### config.mk
export PLATFORM = sky130hd
export DESIGN_NAME = udp_rx_parser_flat
export DESIGN_NICKNAME = d
export VERILOG_FILES = /design/src/rtl/udp_rx_parser_pkg.sv /design/src/rtl/udp_rx_parser_if.sv /design/src/rtl/udp_rx_parser_sat_counter.sv /design/src/rtl/udp_rx_parser.sv /design/src/flat_wrapper.sv
export SDC_FILE = /design/constraint.sdc
export NUM_CORES = 1
export LEC_CHECK = 0
export BUFFER_PORTS_ARGS = -buffer_cell sky130_fd_sc_hd__buf_2
export CAP_MARGIN = 20
export CORE_MARGIN = 5
export CORE_UTILIZATION = 50
export DETAILED_ROUTE_END_ITERATION = 8
export PLACE_DENSITY_LB_ADDON = 0.25
export SLEW_MARGIN = 20
export SYNTH_ARGS = -nofsm -noshare
export SYNTH_HDL_FRONTEND = slang
export SYNTH_SLANG_ARGS = --single-unit
export TNS_END_PERCENT = 1
### constraint.sdc
create_clock -name clk -period 2.5 [get_ports clk]
set_input_delay 0.125 -clock clk [delete_from_list [all_inputs] [get_ports clk]]
set_output_delay 0.125 -clock clk [all_outputs]
set_load 0.02 [all_outputs]
### src/rtl/udp_rx_parser_pkg.sv
// Shared types and constants for the UDP receive parser.
package udp_rx_parser_pkg;

  localparam int unsigned UDP_HDR_LEN  = 8;
  localparam logic [7:0]  IP_PROTO_UDP = 8'h11;

  typedef enum logic [1:0] {StIdle, StHdr, StData, StWaitEnd} udp_rx_parse_state;

  typedef struct packed {
    logic [7:0] data;
    logic       valid;
    logic       last;
  } axi_in_type;

  typedef struct packed {
    logic        is_valid;
    logic [7:0]  protocol;
    logic [15:0] data_length;
    logic [31:0] src_ip_addr;
  } ipv4_rx_header_type;

  typedef struct packed {
    logic        is_valid;
    logic [31:0] src_ip_addr;
    logic [15:0] src_port;
    logic [15:0] dst_port;
    logic [15:0] data_length;
  } udp_rx_header_type;

endpackage

### src/rtl/udp_rx_parser_if.sv
// IPv4-RX-side inputs and UDP-RX-side outputs of the parser; master is the upstream/stimulus side.
interface udp_rx_parser_if #(
  parameter int unsigned CNT_W = 8
);
  logic             ip_rx_start;
  logic             ip_rx_is_valid;
  logic [7:0]       ip_rx_protocol;
  logic [15:0]      ip_rx_data_length;
  logic [31:0]      ip_rx_src_ip_addr;
  logic [7:0]       ip_rx_data_in;
  logic             ip_rx_data_in_valid;
  logic             ip_rx_data_in_last;
  logic             udp_rx_start;
  logic             udp_rx_is_valid;
  logic [31:0]      udp_rx_src_ip_addr;
  logic [15:0]      udp_rx_src_port;
  logic [15:0]      udp_rx_dst_port;
  logic [15:0]      udp_rx_data_length;
  logic [7:0]       udp_rx_data_in;
  logic             udp_rx_data_in_valid;
  logic             udp_rx_data_in_last;
  logic [CNT_W-1:0] udp_rx_pkt_count;
  logic [CNT_W-1:0] udp_rx_err_count;

  modport master (
    output ip_rx_start, ip_rx_is_valid, ip_rx_protocol, ip_rx_data_length, ip_rx_src_ip_addr,
           ip_rx_data_in, ip_rx_data_in_valid, ip_rx_data_in_last,
    input  udp_rx_start, udp_rx_is_valid, udp_rx_src_ip_addr, udp_rx_src_port, udp_rx_dst_port,
           udp_rx_data_length, udp_rx_data_in, udp_rx_data_in_valid, udp_rx_data_in_last,
           udp_rx_pkt_count, udp_rx_err_count
  );

  modport slave (
    input  ip_rx_start, ip_rx_is_valid, ip_rx_protocol, ip_rx_data_length, ip_rx_src_ip_addr,
           ip_rx_data_in, ip_rx_data_in_valid, ip_rx_data_in_last,
    output udp_rx_start, udp_rx_is_valid, udp_rx_src_ip_addr, udp_rx_src_port, udp_rx_dst_port,
           udp_rx_data_length, udp_rx_data_in, udp_rx_data_in_valid, udp_rx_data_in_last,
           udp_rx_pkt_count, udp_rx_err_count
  );
endinterface

### src/rtl/udp_rx_parser_sat_counter.sv
// Saturating up-counter with synchronous active-low clear.
module udp_rx_parser_sat_counter #(
  parameter int unsigned Width = 8
) (
  input  logic             clk_i,
  input  logic             srst_ni,
  input  logic             inc_i,
  output logic [Width-1:0] count_o
);
  logic [Width-1:0] count_q, count_d;

  always_comb begin
    count_d = count_q;
    if (inc_i && (count_q != '1)) count_d = count_q + Width'(1);
  end

  always_ff @(posedge clk_i) begin
    if (!srst_ni) count_q <= '0;
    else          count_q <= count_d;
  end

  assign count_o = count_q;
endmodule

### src/rtl/udp_rx_parser.sv
// Strips the 8-byte UDP header from the IPv4 payload stream and forwards the UDP payload
// one cycle later, with header outputs and good/error packet statistics.
module udp_rx_parser
  import udp_rx_parser_pkg::*;
#(
  parameter logic [7:0]  UDP_PROTOCOL = IP_PROTO_UDP,
  parameter int unsigned CNT_W        = 8
) (
  input logic            clk,
  input logic            rst_n,
  udp_rx_parser_if.slave bus
);
  localparam logic [15:0] HdrLen = 16'(UDP_HDR_LEN);

  udp_rx_parse_state state_q, state_d;
  logic [2:0]  idx_q, idx_d;
  logic [15:0] ip_len_q, ip_len_d, rem_q, rem_d;
  logic [31:0] cap_ip_q, cap_ip_d;
  logic [15:0] cap_sp_q, cap_sp_d, cap_dp_q, cap_dp_d, cap_len_q, cap_len_d;
  logic        start_q, start_d, hv_q, hv_d;
  logic [31:0] ip_q, ip_d;
  logic [15:0] sp_q, sp_d, dp_q, dp_d, dlen_q, dlen_d;
  logic [7:0]  dout_q, dout_d;
  logic        dval_q, dval_d, dlast_q, dlast_d;
  logic        pkt_inc, err_inc;
  logic        in_v, in_l;

  assign in_v = bus.ip_rx_data_in_valid;
  assign in_l = bus.ip_rx_data_in_last;

  always_comb begin
    state_d   = state_q;
    idx_d     = idx_q;
    ip_len_d  = ip_len_q;
    rem_d     = rem_q;
    cap_ip_d  = cap_ip_q;
    cap_sp_d  = cap_sp_q;
    cap_dp_d  = cap_dp_q;
    cap_len_d = cap_len_q;
    start_d   = 1'b0;
    hv_d      = hv_q;
    ip_d      = ip_q;
    sp_d      = sp_q;
    dp_d      = dp_q;
    dlen_d    = dlen_q;
    dout_d    = dout_q;
    dval_d    = 1'b0;
    dlast_d   = 1'b0;
    pkt_inc   = 1'b0;
    err_inc   = 1'b0;
    unique case (state_q)
      StIdle: begin
        if (bus.ip_rx_start) begin
          if (bus.ip_rx_is_valid && (bus.ip_rx_protocol == UDP_PROTOCOL)) begin
            cap_ip_d = bus.ip_rx_src_ip_addr;
            ip_len_d = bus.ip_rx_data_length;
            idx_d    = 3'd0;
            state_d  = StHdr;
          end else begin
            state_d = StWaitEnd;
          end
        end else if (in_v && !in_l) begin
          // Orphan bytes (e.g. after a mid-packet reset) are skipped to the packet end.
          state_d = StWaitEnd;
        end
      end
      StHdr: begin
        if (in_v) begin
          idx_d = idx_q + 3'd1;
          case (idx_q)
            3'd0:    cap_sp_d[15:8]  = bus.ip_rx_data_in;
            3'd1:    cap_sp_d[7:0]   = bus.ip_rx_data_in;
            3'd2:    cap_dp_d[15:8]  = bus.ip_rx_data_in;
            3'd3:    cap_dp_d[7:0]   = bus.ip_rx_data_in;
            3'd4:    cap_len_d[15:8] = bus.ip_rx_data_in;
            3'd5:    cap_len_d[7:0]  = bus.ip_rx_data_in;
            default: ;
          endcase
          if (idx_q == 3'd7) begin
            // len > ip_len is the underflow-safe form of (len-8) > (ip_len-8) once len >= 8.
            if ((cap_len_q < HdrLen) || (cap_len_q > ip_len_q) ||
                (in_l && (cap_len_q != HdrLen))) begin
              err_inc = 1'b1;
              hv_d    = 1'b0;
              state_d = in_l ? StIdle : StWaitEnd;
            end else begin
              start_d = 1'b1;
              hv_d    = 1'b1;
              ip_d    = cap_ip_q;
              sp_d    = cap_sp_q;
              dp_d    = cap_dp_q;
              dlen_d  = cap_len_q - HdrLen;
              rem_d   = cap_len_q - HdrLen;
              if (cap_len_q == HdrLen) begin
                pkt_inc = 1'b1;
                state_d = in_l ? StIdle : StWaitEnd;
              end else begin
                state_d = StData;
              end
            end
          end else if (in_l) begin
            err_inc = 1'b1;
            hv_d    = 1'b0;
            state_d = StIdle;
          end
        end
      end
      StData: begin
        if (in_v) begin
          dout_d = bus.ip_rx_data_in;
          dval_d = 1'b1;
          rem_d  = rem_q - 16'd1;
          if (rem_q == 16'd1) begin
            dlast_d = 1'b1;
            pkt_inc = 1'b1;
            state_d = in_l ? StIdle : StWaitEnd;
          end else if (in_l) begin
            dlast_d = 1'b1;
            err_inc = 1'b1;
            hv_d    = 1'b0;
            state_d = StIdle;
          end
        end
      end
      StWaitEnd: begin
        if (in_v && in_l) state_d = StIdle;
      end
    endcase
  end

  always_ff @(posedge clk) begin
    if (!rst_n) begin
      state_q   <= StIdle;
      idx_q     <= '0;
      ip_len_q  <= '0;
      rem_q     <= '0;
      cap_ip_q  <= '0;
      cap_sp_q  <= '0;
      cap_dp_q  <= '0;
      cap_len_q <= '0;
      start_q   <= 1'b0;
      hv_q      <= 1'b0;
      ip_q      <= '0;
      sp_q      <= '0;
      dp_q      <= '0;
      dlen_q    <= '0;
      dout_q    <= '0;
      dval_q    <= 1'b0;
      dlast_q   <= 1'b0;
    end else begin
      state_q   <= state_d;
      idx_q     <= idx_d;
      ip_len_q  <= ip_len_d;
      rem_q     <= rem_d;
      cap_ip_q  <= cap_ip_d;
      cap_sp_q  <= cap_sp_d;
      cap_dp_q  <= cap_dp_d;
      cap_len_q <= cap_len_d;
      start_q   <= start_d;
      hv_q      <= hv_d;
      ip_q      <= ip_d;
      sp_q      <= sp_d;
      dp_q      <= dp_d;
      dlen_q    <= dlen_d;
      dout_q    <= dout_d;
      dval_q    <= dval_d;
      dlast_q   <= dlast_d;
    end
  end

  udp_rx_parser_sat_counter #(.Width(CNT_W)) u_pkt_cnt (
    .clk_i   (clk),
    .srst_ni (rst_n),
    .inc_i   (pkt_inc),
    .count_o (bus.udp_rx_pkt_count)
  );

  udp_rx_parser_sat_counter #(.Width(CNT_W)) u_err_cnt (
    .clk_i   (clk),
    .srst_ni (rst_n),
    .inc_i   (err_inc),
    .count_o (bus.udp_rx_err_count)
  );

  assign bus.udp_rx_start         = start_q;
  assign bus.udp_rx_is_valid      = hv_q;
  assign bus.udp_rx_src_ip_addr   = ip_q;
  assign bus.udp_rx_src_port      = sp_q;
  assign bus.udp_rx_dst_port      = dp_q;
  assign bus.udp_rx_data_length   = dlen_q;
  assign bus.udp_rx_data_in       = dout_q;
  assign bus.udp_rx_data_in_valid = dval_q;
  assign bus.udp_rx_data_in_last  = dlast_q;
endmodule

### src/flat_wrapper.sv
// flat-port wrapper written by rule: the top's interface ports become plain ports
module udp_rx_parser_flat import udp_rx_parser_pkg::*;
#(
  parameter logic [7:0]  UDP_PROTOCOL = IP_PROTO_UDP,
  parameter int unsigned CNT_W        = 8
)
  (clk, rst_n, bus_ip_rx_start, bus_ip_rx_is_valid, bus_ip_rx_protocol, bus_ip_rx_data_length, bus_ip_rx_src_ip_addr, bus_ip_rx_data_in, bus_ip_rx_data_in_valid, bus_ip_rx_data_in_last, bus_udp_rx_start, bus_udp_rx_is_valid, bus_udp_rx_src_ip_addr, bus_udp_rx_src_port, bus_udp_rx_dst_port, bus_udp_rx_data_length, bus_udp_rx_data_in, bus_udp_rx_data_in_valid, bus_udp_rx_data_in_last, bus_udp_rx_pkt_count, bus_udp_rx_err_count);
  udp_rx_parser_if #(.CNT_W(CNT_W)) bus_i ();
  input logic clk;
  input logic rst_n;
  input wire logic [$bits(bus_i.ip_rx_start)-1:0] bus_ip_rx_start;
  input wire logic [$bits(bus_i.ip_rx_is_valid)-1:0] bus_ip_rx_is_valid;
  input wire logic [$bits(bus_i.ip_rx_protocol)-1:0] bus_ip_rx_protocol;
  input wire logic [$bits(bus_i.ip_rx_data_length)-1:0] bus_ip_rx_data_length;
  input wire logic [$bits(bus_i.ip_rx_src_ip_addr)-1:0] bus_ip_rx_src_ip_addr;
  input wire logic [$bits(bus_i.ip_rx_data_in)-1:0] bus_ip_rx_data_in;
  input wire logic [$bits(bus_i.ip_rx_data_in_valid)-1:0] bus_ip_rx_data_in_valid;
  input wire logic [$bits(bus_i.ip_rx_data_in_last)-1:0] bus_ip_rx_data_in_last;
  output wire logic [$bits(bus_i.udp_rx_start)-1:0] bus_udp_rx_start;
  output wire logic [$bits(bus_i.udp_rx_is_valid)-1:0] bus_udp_rx_is_valid;
  output wire logic [$bits(bus_i.udp_rx_src_ip_addr)-1:0] bus_udp_rx_src_ip_addr;
  output wire logic [$bits(bus_i.udp_rx_src_port)-1:0] bus_udp_rx_src_port;
  output wire logic [$bits(bus_i.udp_rx_dst_port)-1:0] bus_udp_rx_dst_port;
  output wire logic [$bits(bus_i.udp_rx_data_length)-1:0] bus_udp_rx_data_length;
  output wire logic [$bits(bus_i.udp_rx_data_in)-1:0] bus_udp_rx_data_in;
  output wire logic [$bits(bus_i.udp_rx_data_in_valid)-1:0] bus_udp_rx_data_in_valid;
  output wire logic [$bits(bus_i.udp_rx_data_in_last)-1:0] bus_udp_rx_data_in_last;
  output wire logic [$bits(bus_i.udp_rx_pkt_count)-1:0] bus_udp_rx_pkt_count;
  output wire logic [$bits(bus_i.udp_rx_err_count)-1:0] bus_udp_rx_err_count;
  assign bus_i.ip_rx_start = bus_ip_rx_start;
  assign bus_i.ip_rx_is_valid = bus_ip_rx_is_valid;
  assign bus_i.ip_rx_protocol = bus_ip_rx_protocol;
  assign bus_i.ip_rx_data_length = bus_ip_rx_data_length;
  assign bus_i.ip_rx_src_ip_addr = bus_ip_rx_src_ip_addr;
  assign bus_i.ip_rx_data_in = bus_ip_rx_data_in;
  assign bus_i.ip_rx_data_in_valid = bus_ip_rx_data_in_valid;
  assign bus_i.ip_rx_data_in_last = bus_ip_rx_data_in_last;
  assign bus_udp_rx_start = bus_i.udp_rx_start;
  assign bus_udp_rx_is_valid = bus_i.udp_rx_is_valid;
  assign bus_udp_rx_src_ip_addr = bus_i.udp_rx_src_ip_addr;
  assign bus_udp_rx_src_port = bus_i.udp_rx_src_port;
  assign bus_udp_rx_dst_port = bus_i.udp_rx_dst_port;
  assign bus_udp_rx_data_length = bus_i.udp_rx_data_length;
  assign bus_udp_rx_data_in = bus_i.udp_rx_data_in;
  assign bus_udp_rx_data_in_valid = bus_i.udp_rx_data_in_valid;
  assign bus_udp_rx_data_in_last = bus_i.udp_rx_data_in_last;
  assign bus_udp_rx_pkt_count = bus_i.udp_rx_pkt_count;
  assign bus_udp_rx_err_count = bus_i.udp_rx_err_count;
  udp_rx_parser #(.UDP_PROTOCOL(UDP_PROTOCOL), .CNT_W(CNT_W)) u_core (.clk(clk), .rst_n(rst_n), .bus(bus_i));
endmodule
==> out/results.md, run 1 <==
Cells and area
* leading cell types in the layout, fill and taps excluded: nand2_1 (369), dfxtp_1 (224), a21oi_1 (202)
* Post-Layout Inst Area: 0.0124 sq mm
* diodes inserted: 0
* share of post-route cells with drive strength above 1: 20.3%
* post-route non-filler standard cell count: 1708
* Layout area overhead: 30.5%
* Fillers: 1560
* most common cell after layout, fill and taps aside: nand2_1
* final layout net count: 1558

Timing
* headroom to the max-slew limit: 37.7%
* setup slack after layout: -0.0929 ns
* RSZ-0062 raised after global routing: true
* worst setup skew after layout: 0.0189 ns
* number of failing hold endpoints at the final stage: 0
* period utilization: 104%
* actual slew at the worst max-slew pin: 0.934 ns
* final period demand of the worst path: 2.59 ns
* f_max: 386 MHz
* final max-slew violation count: 0
* Setup Viol. Count Final: 23

Outcome
* violations in the final reports: setup timing
* run status: finished with violations

Route
* number of nets with antenna violations after routing: 0
* DRT met1 WL: 11.9 mm
* drc violations: 0
* routed vias/inst: 5.38
* final wirelength: 27.2 mm
* DR top layer: met4
* count of vias placed by the detailed router: 9182
* violation count after the first detailed-route iteration: 592
* first drt pass iteration count: 5
* routed length on met3: 2.06 mm
* average wire per standard cell: 15.9 um
* metal2 WL: 12.7 mm

Yosys
* Synth async-reset ratio: 0%
* share of synthesized cell area in full adder, half adder and majority cells: 4.23%
* mux share of post-synthesis cell area: 1.07%
* compound-gate portion of the synthesized area: 17.2%
* share of the yosys chip area belonging to registers: 47.6%
* dominant combinational cell family by area after synthesis: simple AND/OR/NAND/NOR gates
* leading register cell type out of synthesis: dfxtp_1
* number of nets in the synthesized netlist: 1322
* EDFF count, synth: 0
* count of warnings emitted by yosys: 0
* Post-Syn Instances: 1220
* Cell Area, Synth: 0.00947 sq mm
* average cell area after synthesis: 7.76 sq um
* Yosys reg bits: 225
* number of unique standard cell types used by synthesis: 58
* xor and xnor fraction of the mapped netlist area: 1.29%
* simple-gate area share of the yosys netlist: 24.1%

Critical path
* critical path data arrival time: 2.99 ns
* type of element launching the critical path: flip-flop
* cell seen most often among critical-path stages: o31a_1
* delay of the slowest critical-path stage: 0.57 ns
* kind of cell adding the most delay to the critical path: simple AND/OR/NAND/NOR gates
* CP required: 2.89 ns
* crit path capture type: flip-flop
* cells along the critical path: or4_4 -> or4b_4 -> o211ai_4 -> o32a_1 -> o31a_1 -> buf_4 -> nor3_1 -> o31a_1
* critical-path cell with the highest stage delay: or4b_4
* combined buffer and inverter count along the critical path: 1
* Reg2Reg Setup Slack: -0.09 ns
* Worst Path Max Fanout: 5
* type of the worst setup path: reg -> reg

Global routing
* largest net degree at the start of global routing: 114
* initial antenna violation count: 0
* wire length of the first global-routing pass: 42.4 mm
* All-Layer GR Usage: 23.1%
* number of global-route vias before repair: 8478
* sum of overflow across all layers after global routing: 0

CTS
* CTS tree: done
* sinks on the clock net: 225
* maximum root-to-sink buffer count: 3
* clock slew at reported path FFs: 0.07 ns
* CTS root buffer: clkbuf_16
* Inserted Clock Buffers: 24
* H-tree levels: 1
* clock latency on the worst-skew pair: 0.52 ns

Place
* instance area at placement: 0.0108 sq mm
* I/O Buffers: 177
* instance count after placement with tap cells included: 1602
* last weighted congestion value of the routability-driven placer: 0.909
* half-perimeter wire length of the detailed placement result: 17.0 mm

Die
* Chip Height: 148 um
* initial cell density of the core: 50.6%
* Boundary Pins: 178
* Die Area: 0.0218 sq mm
* row cnt: 50
* placeable core region: 0.0187 sq mm
* horizontal extent of the die: 148 um

Power and ir drop
* leakage power figure: 5.01 nW
* power density relative to cell area: 762 mW/mm^2
* peak ir drop on the vdd network: 0.000528 V

Flow run
* number of violations of the max-capacitance limit: 0

Hold path
* worst hold path class: in -> reg

stage by stage:
| stage | setup TNS [ns] | power, mW | setup WS [ns] | utilization [%] | hold WS [ns] |
|---|---|---|---|---|---|
| final | -0.659 | 9.42 | -0.0929 | 66.1 | 0.0739 |
| after global routing | -12.86 | 9.86 | -0.216 | 66.1 | 0.0820 |
| after CTS | -0.705 | 9.42 | -0.0638 | 65.4 | 0.0487 |
| after detailed placement | -0.503 | 5.83 | -0.0538 | 57.9 | 0.370 |
| after global placement | -0.0113 | 5.79 | -0.00752 | 57.9 | 0.366 |
| after floorplan | 0 | 5.31 | 0.00624 | - | 0.253 |
final timing paths:
check,endpoint,from,cells past startpoint
min,u_core.bus.udp_rx_data_in[4],bus_ip_rx_data_in_valid,3
min reg2reg,u_core.bus.udp_rx_src_port[11],u_core.bus.udp_rx_src_port[11],2
max,u_core.rem_q[0],u_core.cap_len_q[12],8
max reg2reg,u_core.rem_q[0],u_core.cap_len_q[12],8
per-layer routing:
metal / up-vias / track usage (%)
met5: - / 0
li1: 4586 / -
met1: 4259 / 31.2
met2: 297 / 38.0
met3: 40 / 5.06
met4: 0 / 5.13
worst register-to-register path, cell delays in order, from the launching register on:
cell and delay (ns):
dfxtp_2 0.32, or4_4 0.55, or4b_4 0.57, o211ai_4 0.14, o32a_1 0.18, o31a_1 0.24, buf_4 0.16, nor3_1 0.05
o31a_1 0.29
synthesized netlist by cell type (all sizes together), types with 7 or more instances:
cell	n	area share, %
nand2	369	15
buf	11	0.59
nand4	8	0.53
nor2	66	2.6
nand3	32	1.7
xor2	8	0.74
clkbuf	65	2.6
nor3	14	0.74
or3	9	0.59
o211ai	8	0.69
a211oi	12	1.0
o21ai	16	0.89
nand2b	12	0.79
a21oi	207	11
inv	34	1.3
ha	32	4.2
a31oi	7	0.46
dfxtp	225	48
mux2i	9	0.95
state kept, by name (all words and copies together) (netlist names), 16 cells and up:
| register | flops |
|---|---|
| u_core.cap_dp_q | 16 |
| u_core.cap_sp_q | 16 |
| u_core.bus.udp_rx_src_ip_addr | 32 |
| u_core.cap_len_q | 16 |
| u_core.cap_ip_q | 32 |
| u_core.ip_len_q | 16 |
| u_core.bus.udp_rx_dst_port | 16 |
| u_core.bus.udp_rx_data_length | 16 |
| u_core.rem_q | 16 |
| u_core.bus.udp_rx_src_port | 16 |
cells by family (layout without fill, tap and decap cells):
kind of cell / Yosys count / in the layout
buf+inv: 111 / 365
flops: 225 / 225
xor+xnor: 14 / 14
fa+ha+maj: 32 / 32
compound gates: 285 / 285
mux: 10 / 10
simple gates: 543 / 543
repair_timing:
| action | 4_1_cts | 5_1_grt |
|---|---|---|
| pin swaps | 4 | 11 |
| setup buffers | 0 | 3 |
| setup endpoints to repair | 30 | 110 |
| endpoints found under the hold margin | 105 | 0 |
| cloned | 0 | 2 |
| hold buffers | 57 | 0 |
| resized for setup | 4 | 13 |
layout make-up:
type	count	area, sq um	share of cell area, %
well taps	234	293	2.37
clock inverters	12	97.6	0.790
inverters	35	136	1.10
clock buffers	32	692	5.60
multi-input cells	884	4640	37.6
repair buffers	286	1990	16.1
flip-flops and latches	225	4510	36.5
power breakdown:
group / total [mW] / internal, mW / switching [mW]
Combinational: 1.99 / 0.818 / 1.17
Clock: 3.52 / 2.05 / 1.47
Sequential: 3.91 / 3.76 / 0.154
No activity file was read; power rests on OpenSTA's default activity.
==> run 2, diff against run 1 <==
--- a/config.mk
+++ b/config.mk
@@ -7,9 +7,12 @@
 export LEC_CHECK = 0
 export BUFFER_PORTS_ARGS = -buffer_cell sky130_fd_sc_hd__buf_2
 export CAP_MARGIN = 20
+export CELL_PAD_IN_SITES_DETAIL_PLACEMENT = 0
+export CELL_PAD_IN_SITES_GLOBAL_PLACEMENT = 1
 export CORE_MARGIN = 5
-export CORE_UTILIZATION = 50
+export CORE_UTILIZATION = 36
 export DETAILED_ROUTE_END_ITERATION = 8
+export MAX_ROUTING_LAYER = met4
 export PLACE_DENSITY_LB_ADDON = 0.25
 export SLEW_MARGIN = 20
 export SYNTH_ARGS = -nofsm -noshare
==> out/results.md, run 2 (synthesized netlist as in run 1, its figures left out) <==
Global routing
* wire length of the first global-routing pass: 44.0 mm, +3.7%
* sum of overflow across all layers after global routing: 0, unchanged
* largest net degree at the start of global routing: 80, -30%
* initial antenna violation count: 0, unchanged
* number of global-route vias before repair: 8511, +0.39%
* All-Layer GR Usage: 18.5%, -4.6 points

CTS
* CTS tree: done
* clock latency on the worst-skew pair: 0.53 ns, about the same
* Inserted Clock Buffers: 26, +8.3%
* H-tree levels: 1, unchanged
* maximum root-to-sink buffer count: 3, unchanged
* CTS root buffer: clkbuf_16
* clock slew at reported path FFs: 0.06 ns, about the same
* sinks on the clock net: 225, unchanged

Route
* routed length on met3: 1.50 mm, -27%
* drc violations: 0, unchanged
* DRT met1 WL: 13.4 mm, +12%
* count of vias placed by the detailed router: 9046, -1.5%
* first drt pass iteration count: 5, unchanged
* DR top layer: met4
* final wirelength: 28.3 mm, +4.3%
* average wire per standard cell: 15.5 um, -2.4%
* violation count after the first detailed-route iteration: 540, -8.8%
* routed vias/inst: 4.96, -7.8%
* metal2 WL: 12.8 mm, +0.36%
* number of nets with antenna violations after routing: 0, unchanged

Critical path
* critical path data arrival time: 3.05 ns, +0.06 ns
* delay of the slowest critical-path stage: 0.57 ns, about the same
* reg2reg path depth: 7, -1
* CP required: 2.94 ns, +0.05 ns
* Worst Path Max Fanout: 10, +5
* kind of cell adding the most delay to the critical path: simple AND/OR/NAND/NOR gates
* FF-to-FF Start: u_core.cap_len_q[12]
* capture point of the critical path: u_core.u_err_cnt.count_o[5]
* type of element launching the critical path: flip-flop
* cell seen most often among critical-path stages: or4_4
* Reg2Reg Setup Slack: -0.11 ns, about the same
* combined buffer and inverter count along the critical path: 0, -1
* cell depth of the worst setup path: 7, -1
* type of the worst setup path: reg -> reg
* critical-path cell with the highest stage delay: or4b_4
* capturing point of the worst reg2reg path: u_core.u_err_cnt.count_o[5]
* cells along the critical path: or4_4 -> or4b_4 -> o211ai_4 -> o311a_4 -> o21ai_4 -> or4_4 -> a21oi_2
* crit path capture type: flip-flop
* launching element of the worst setup path: u_core.cap_len_q[12]

Timing
* final max-slew violation count: 0, unchanged
* Setup Viol. Count Final: 20, -13%
* final period demand of the worst path: 2.61 ns, +0.0123 ns
* worst setup skew after layout: 0.0229 ns, +0.00393 ns
* period utilization: 104%, +0.49 points
* f_max: 384 MHz, -0.47%
* actual slew at the worst max-slew pin: 0.546 ns, -0.388 ns
* headroom to the max-slew limit: 63.6%, +26 points
* Post-Route Hold Slack: 0.0670 ns, -0.00686 ns
* number of failing hold endpoints at the final stage: 0, unchanged
* setup slack after layout: -0.105 ns, -0.0123 ns
* RSZ-0062 raised after global routing: true
* Setup Total Neg Slack: -0.463 ns, +0.196 ns

Cells and area
* Fillers: 2620, +68%
* leading cell types in the layout, fill and taps excluded: nand2_1 (368), dfxtp_1 (219), a21oi_1 (204)
* Layout area overhead: 35.2%
* most common cell after layout, fill and taps aside: nand2_1
* post-route non-filler standard cell count: 1825, +6.9%
* diodes inserted: 0, unchanged
* share of post-route cells with drive strength above 1: 21.5%, +1.2 points
* final layout net count: 1574, +1.0%
* Post-Layout Inst Area: 0.0128 sq mm, +3.6%

Place
* I/O Buffers: 177, unchanged
* instance count after placement with tap cells included: 1715, +7.1%
* instance area at placement: 0.0111 sq mm, +2.1%
* half-perimeter wire length of the detailed placement result: 18.9 mm, +11%
* pre-CTS WS: -0.0725 ns, -0.0187 ns
* last weighted congestion value of the routability-driven placer: 0.871, -4.1%

Hold path
* worst hold path class: in -> reg

Die
* horizontal extent of the die: 172 um, +17%
* Die Area: 0.0297 sq mm, +36%
* row cnt: 59, +18%
* initial cell density of the core: 36.5%, -14 points
* Boundary Pins: 178, unchanged
* placeable core region: 0.0260 sq mm, +39%
* Chip Height: 172 um, +17%

Power and ir drop
* power density relative to cell area: 785 mW/mm^2, +2.9%
* peak ir drop on the vdd network: 0.000455 V, -14%
* leakage power figure: 5.16 nW, +3.2%

Outcome
* run status: finished with violations
* violations in the final reports: setup timing

Flow run
* number of violations of the max-capacitance limit: 0, unchanged

-- run 2: cell types whose count changed in the layout (fill, tap and decap cells not counted), sizes merged --
cell and delta:
clkinv -2, bufinv +2, clkinvlp -3, clkbuf +5, buf +14
-- run 2: final cells by class --
cell class	count	area [sq um]	share of cell area [%]
multi-input cells	884	4680	36.6
flip-flops and latches	225	4510	35.2
repair buffers	300	2150	16.8
clock buffers	37	783	6.12
well taps	335	419	3.27
inverters	35	136	1.07
clock inverters	9	125	0.977
-- run 2: layer usage --
layer	up-vias	global-route usage, %
met5	-	-
met3	47	2.79
met1	4141	25.5
met2	235	28.6
li1	4623	-
met4	0	4.85
-- run 2: tightest hold or removal path, stage by stage --
cell	delay, ns
buf_2	0.22
nand3_1	0.13
a21oi_1	0.05
-- run 2: how the worst min path moves through the flow --
stage | from | depth (start not counted) | to
floorplan | bus_ip_rx_data_in[4] | 2 | u_core.cap_len_q[12]
finish | bus_ip_rx_data_in_valid | 3 | u_core.bus.udp_rx_data_in[1]
global route | bus_ip_rx_data_in_valid | 3 | u_core.bus.udp_rx_data_in[5]
detailed placement | bus_ip_rx_src_ip_addr[31] | 3 | u_core.cap_ip_q[31]
global placement | bus_ip_rx_src_ip_addr[0] | 3 | u_core.cap_ip_q[0]
CTS | bus_ip_rx_data_in_valid | 3 | u_core.bus.udp_rx_data_in[0]
-- run 2: power breakdown --
group | total, mW | switching, mW | internal (mW)
clock | 3.95 | 1.48 | 2.47
combinational | 2.19 | 1.24 | 0.952
sequential | 3.90 | 0.147 | 3.76
-- run 2: what timing repair did --
| item | CTS | global route |
|---|---|---|
| gates resized for setup | 7 | 34 |
| setup endpoints to repair | 64 | 110 |
| buffers inserted | 1 | 4 |
| hold buffers | 57 | 0 |
| pin swaps | 4 | 13 |
| hold endpoints to repair | 105 | 0 |
| gates cloned | 0 | 3 |
-- run 2: through the flow --
step	total power, mW	util (%)
after CTS	10.0	48.4
after detailed placement	5.90	42.6
after floorplan	5.31	-
after global placement	5.88	42.6
final	10.0	49.3
after global routing	10.6	49.3
==> run 3, diff against run 2 <==
--- a/config.mk
+++ b/config.mk
@@ -10,7 +10,7 @@
 export CELL_PAD_IN_SITES_DETAIL_PLACEMENT = 0
 export CELL_PAD_IN_SITES_GLOBAL_PLACEMENT = 1
 export CORE_MARGIN = 5
-export CORE_UTILIZATION = 36
+export CORE_UTILIZATION = 40
 export DETAILED_ROUTE_END_ITERATION = 8
 export MAX_ROUTING_LAYER = met4
 export PLACE_DENSITY_LB_ADDON = 0.25
==> constraint.sdc (replaced) <==
create_clock -name clk -period 2.4 [get_ports clk]
set_input_delay 0.12 -clock clk [delete_from_list [all_inputs] [get_ports clk]]
set_output_delay 0.12 -clock clk [all_outputs]
set_load 0.02 [all_outputs]
==> out/results.md, run 3 (synthesized netlist as in run 1, its figures left out) <==
Place
* half-perimeter wire length of the detailed placement result: 18.1 mm, -4.3%
* last weighted congestion value of the routability-driven placer: 0.877, +0.61%
* I/O Buffers: 177, unchanged
* pre-CTS WS: -0.246 ns, -0.173 ns

Critical path
* critical-path cell with the highest stage delay: or4b_4
* delay of the slowest critical-path stage: 0.55 ns, -0.02 ns
* type of element launching the critical path: flip-flop
* cells along the critical path: or4_4 -> or4b_4 -> o211ai_2 -> buf_6 -> o311a_4 -> o21ai_4 -> or4_1 -> a21oi_2
* type of the worst setup path: reg -> reg
* kind of cell adding the most delay to the critical path: simple AND/OR/NAND/NOR gates
* FF-to-FF Start: u_core.cap_len_q[12]
* CP required: 2.86 ns, -0.08 ns
* critical path data arrival time: 3.08 ns, +0.03 ns
* reg2reg path depth: 8, +1
* combined buffer and inverter count along the critical path: 1, +1
* capturing point of the worst reg2reg path: u_core.u_err_cnt.count_o[5]
* Reg2Reg Setup Slack: -0.22 ns, -0.12 ns
* Worst Path Max Fanout: 9, -1
* crit path capture type: flip-flop

Global routing
* initial antenna violation count: 0, unchanged
* wire length of the first global-routing pass: 43.9 mm, -0.20%
* sum of overflow across all layers after global routing: 0, unchanged
* number of global-route vias before repair: 8494, -0.20%
* largest net degree at the start of global routing: 76, -5.0%
* All-Layer GR Usage: 20.3%, +1.8 points

Outcome
* run status: finished with violations
* violations in the final reports: setup timing

Route
* drc violations: 0, unchanged
* count of vias placed by the detailed router: 9070, +0.27%
* first drt pass iteration count: 5, unchanged
* final wirelength: 27.5 mm, -3.0%
* routed vias/inst: 5.02, +1.4%
* number of nets with antenna violations after routing: 0, unchanged
* average wire per standard cell: 15.2 um, -1.9%
* violation count after the first detailed-route iteration: 584, +8.1%

Timing
* number of failing hold endpoints at the final stage: 0, unchanged
* Setup Total Neg Slack: -2.47 ns, -2.00 ns
* Setup Viol. Count Final: 27, +35%
* headroom to the max-slew limit: 55.8%, -7.7 points
* f_max: 382 MHz, -0.60%
* Post-Route Hold Slack: 0.137 ns, +0.0702 ns
* worst setup skew after layout: 0.0159 ns, -0.00700 ns
* setup slack after layout: -0.221 ns, -0.116 ns
* final period demand of the worst path: 2.62 ns, +0.0157 ns
* RSZ-0062 raised after global routing: true
* period utilization: 109%, +5.0 points
* final max-slew violation count: 0, unchanged
* actual slew at the worst max-slew pin: 0.662 ns, +0.116 ns

Die
* Boundary Pins: 178, unchanged
* Die Area: 0.0269 sq mm, -9.4%
* horizontal extent of the die: 164 um, -4.8%
* placeable core region: 0.0234 sq mm, -9.9%
* Chip Height: 164 um, -4.8%
* row cnt: 56, -5.1%
* initial cell density of the core: 40.5%, +4.0 points

CTS
* maximum root-to-sink buffer count: 3, unchanged
* CTS tree: done
* clock slew at reported path FFs: 0.06 ns, about the same
* sinks on the clock net: 225, unchanged
* H-tree levels: 1, unchanged
* Inserted Clock Buffers: 25, -3.8%
* clock latency on the worst-skew pair: 0.52 ns, about the same
* CTS root buffer: clkbuf_16
* number of buffers inserted by post-CTS setup repair: 0, -1

Power and ir drop
* internal power contribution: 7.27 mW, +1.2%
* part of the power in the clock network: 38.9%, -0.5 points
* leakage power figure: 5.10 nW, -1.2%
* Reg power frac: 39.7%, +0.8 points
* Comb power frac: 21.4%, -0.4 points
* peak ir drop on the vdd network: 0.000446 V, -2.0%
* Switching Share: 28.9%, +0.42 points
* power density relative to cell area: 802 mW/mm^2, +2.1%
* reported net switching power: 2.96 mW, +3.3%

Hold path
* worst hold path class: in -> reg
* endpoint of the worst hold-timing path: u_core.u_err_cnt.count_o[2]
* beginning of the worst hold path: rst_n
* hold-critical path depth: 3, unchanged

Flow run
* number of violations of the max-capacitance limit: 0, unchanged

Cells and area
* final layout net count: 1571, -0.19%
* Layout area overhead: 34.7%
* share of post-route cells with drive strength above 1: 22.9%, +1.4 points
* share of the core filled with cells: 54.5%, +5.3 points
* diodes inserted: 0, unchanged
* leading cell types in the layout, fill and taps excluded: nand2_1 (368), dfxtp_1 (223), a21oi_1 (178)
* most common cell after layout, fill and taps aside: nand2_1

run 3: cell types whose count changed in the layout (fill, tap and decap cells not counted), moves of 2 or more:
cell,previous run,this run
ha_1,28,25
a21oi_1,204,178
clkbuf_8,7,3
o21ai_1,4,2
dfxtp_2,6,2
o21ai_0,11,13
buf_4,47,51
clkinv_2,4,2
a21oi_2,3,29
clkbuf_1,3,6
ha_4,4,7
clkbuf_16,29,25
buf_12,9,7
dfxtp_1,219,223
run 3: layer usage:
metal	up-vias	wire length, um	GRT usage, %
met1	4193	13200	28.8
met5	-	0	-
met3	34	1470	2.76
met2	226	12300	31.2
met4	0	472	4.00
li1	4617	-	-
run 3: worst reg2reg max path: stages (launching register included):
cell      delay [ns]
dfxtp_2         0.32
or4_4           0.53
or4b_4          0.55
o211ai_2        0.12
buf_6           0.16
o311a_4         0.18
o21ai_4         0.09
or4_1           0.49
a21oi_2         0.12
run 3: power by group through the flow:
| stage | logic, mW | registers, mW | clock network (mW) |
|---|---|---|---|
| after floorplan | 1.39 | 4.14 | 0 |
| after global placement | 2.03 | 4.13 | 0 |
| after detailed placement | 2.06 | 4.14 | 0 |
| after CTS | 2.16 | 4.05 | 4.09 |
| after global routing | 2.43 | 4.08 | 4.25 |
| final | 2.19 | 4.06 | 3.98 |
run 3: layout make-up:
class                      count  area [sq um]
tap                          319           399
inverter                      35           136
timing repair buffer         298          2050
clock buffer                  34           689
clock inverter                10           161
multi-input combinational    884          4820
sequential                   225          4510
fill                        2301         10600
run 3: worst max path at each step:
stage | depth (start not counted) | endpoint | start
detailed placement | 8 | u_core.u_err_cnt.count_o[5] | u_core.cap_len_q[12]
CTS | 8 | u_core.u_err_cnt.count_o[5] | u_core.cap_len_q[12]
floorplan | 7 | u_core.rem_q[13] | u_core.cap_len_q[12]
global placement | 8 | u_core.u_err_cnt.count_o[5] | u_core.cap_len_q[12]
global route | 8 | u_core.rem_q[8] | u_core.cap_len_q[12]
finish | 8 | u_core.u_err_cnt.count_o[5] | u_core.cap_len_q[12]
run 3: through the flow:
stage / power (mW) / std cells / instance area [sq um]
2_1_floorplan: 5.53 / 1220 / 9490
3_5_place_dp: 6.19 / 1704 / 11100
4_1_cts: 10.3 / 1805 / 12600
3_3_place_gp: 6.16 / 1704 / 11100
5_1_grt: 10.8 / 1805 / 12800
6_report: 10.2 / 1805 / 12800
run 3: what timing repair did:
action                                 CTS  global route
hold buffers                            57             0
setup endpoints to repair              109           112
pin swaps                                5            15
endpoints found under the hold margin  105             0
resized for setup                       12            43
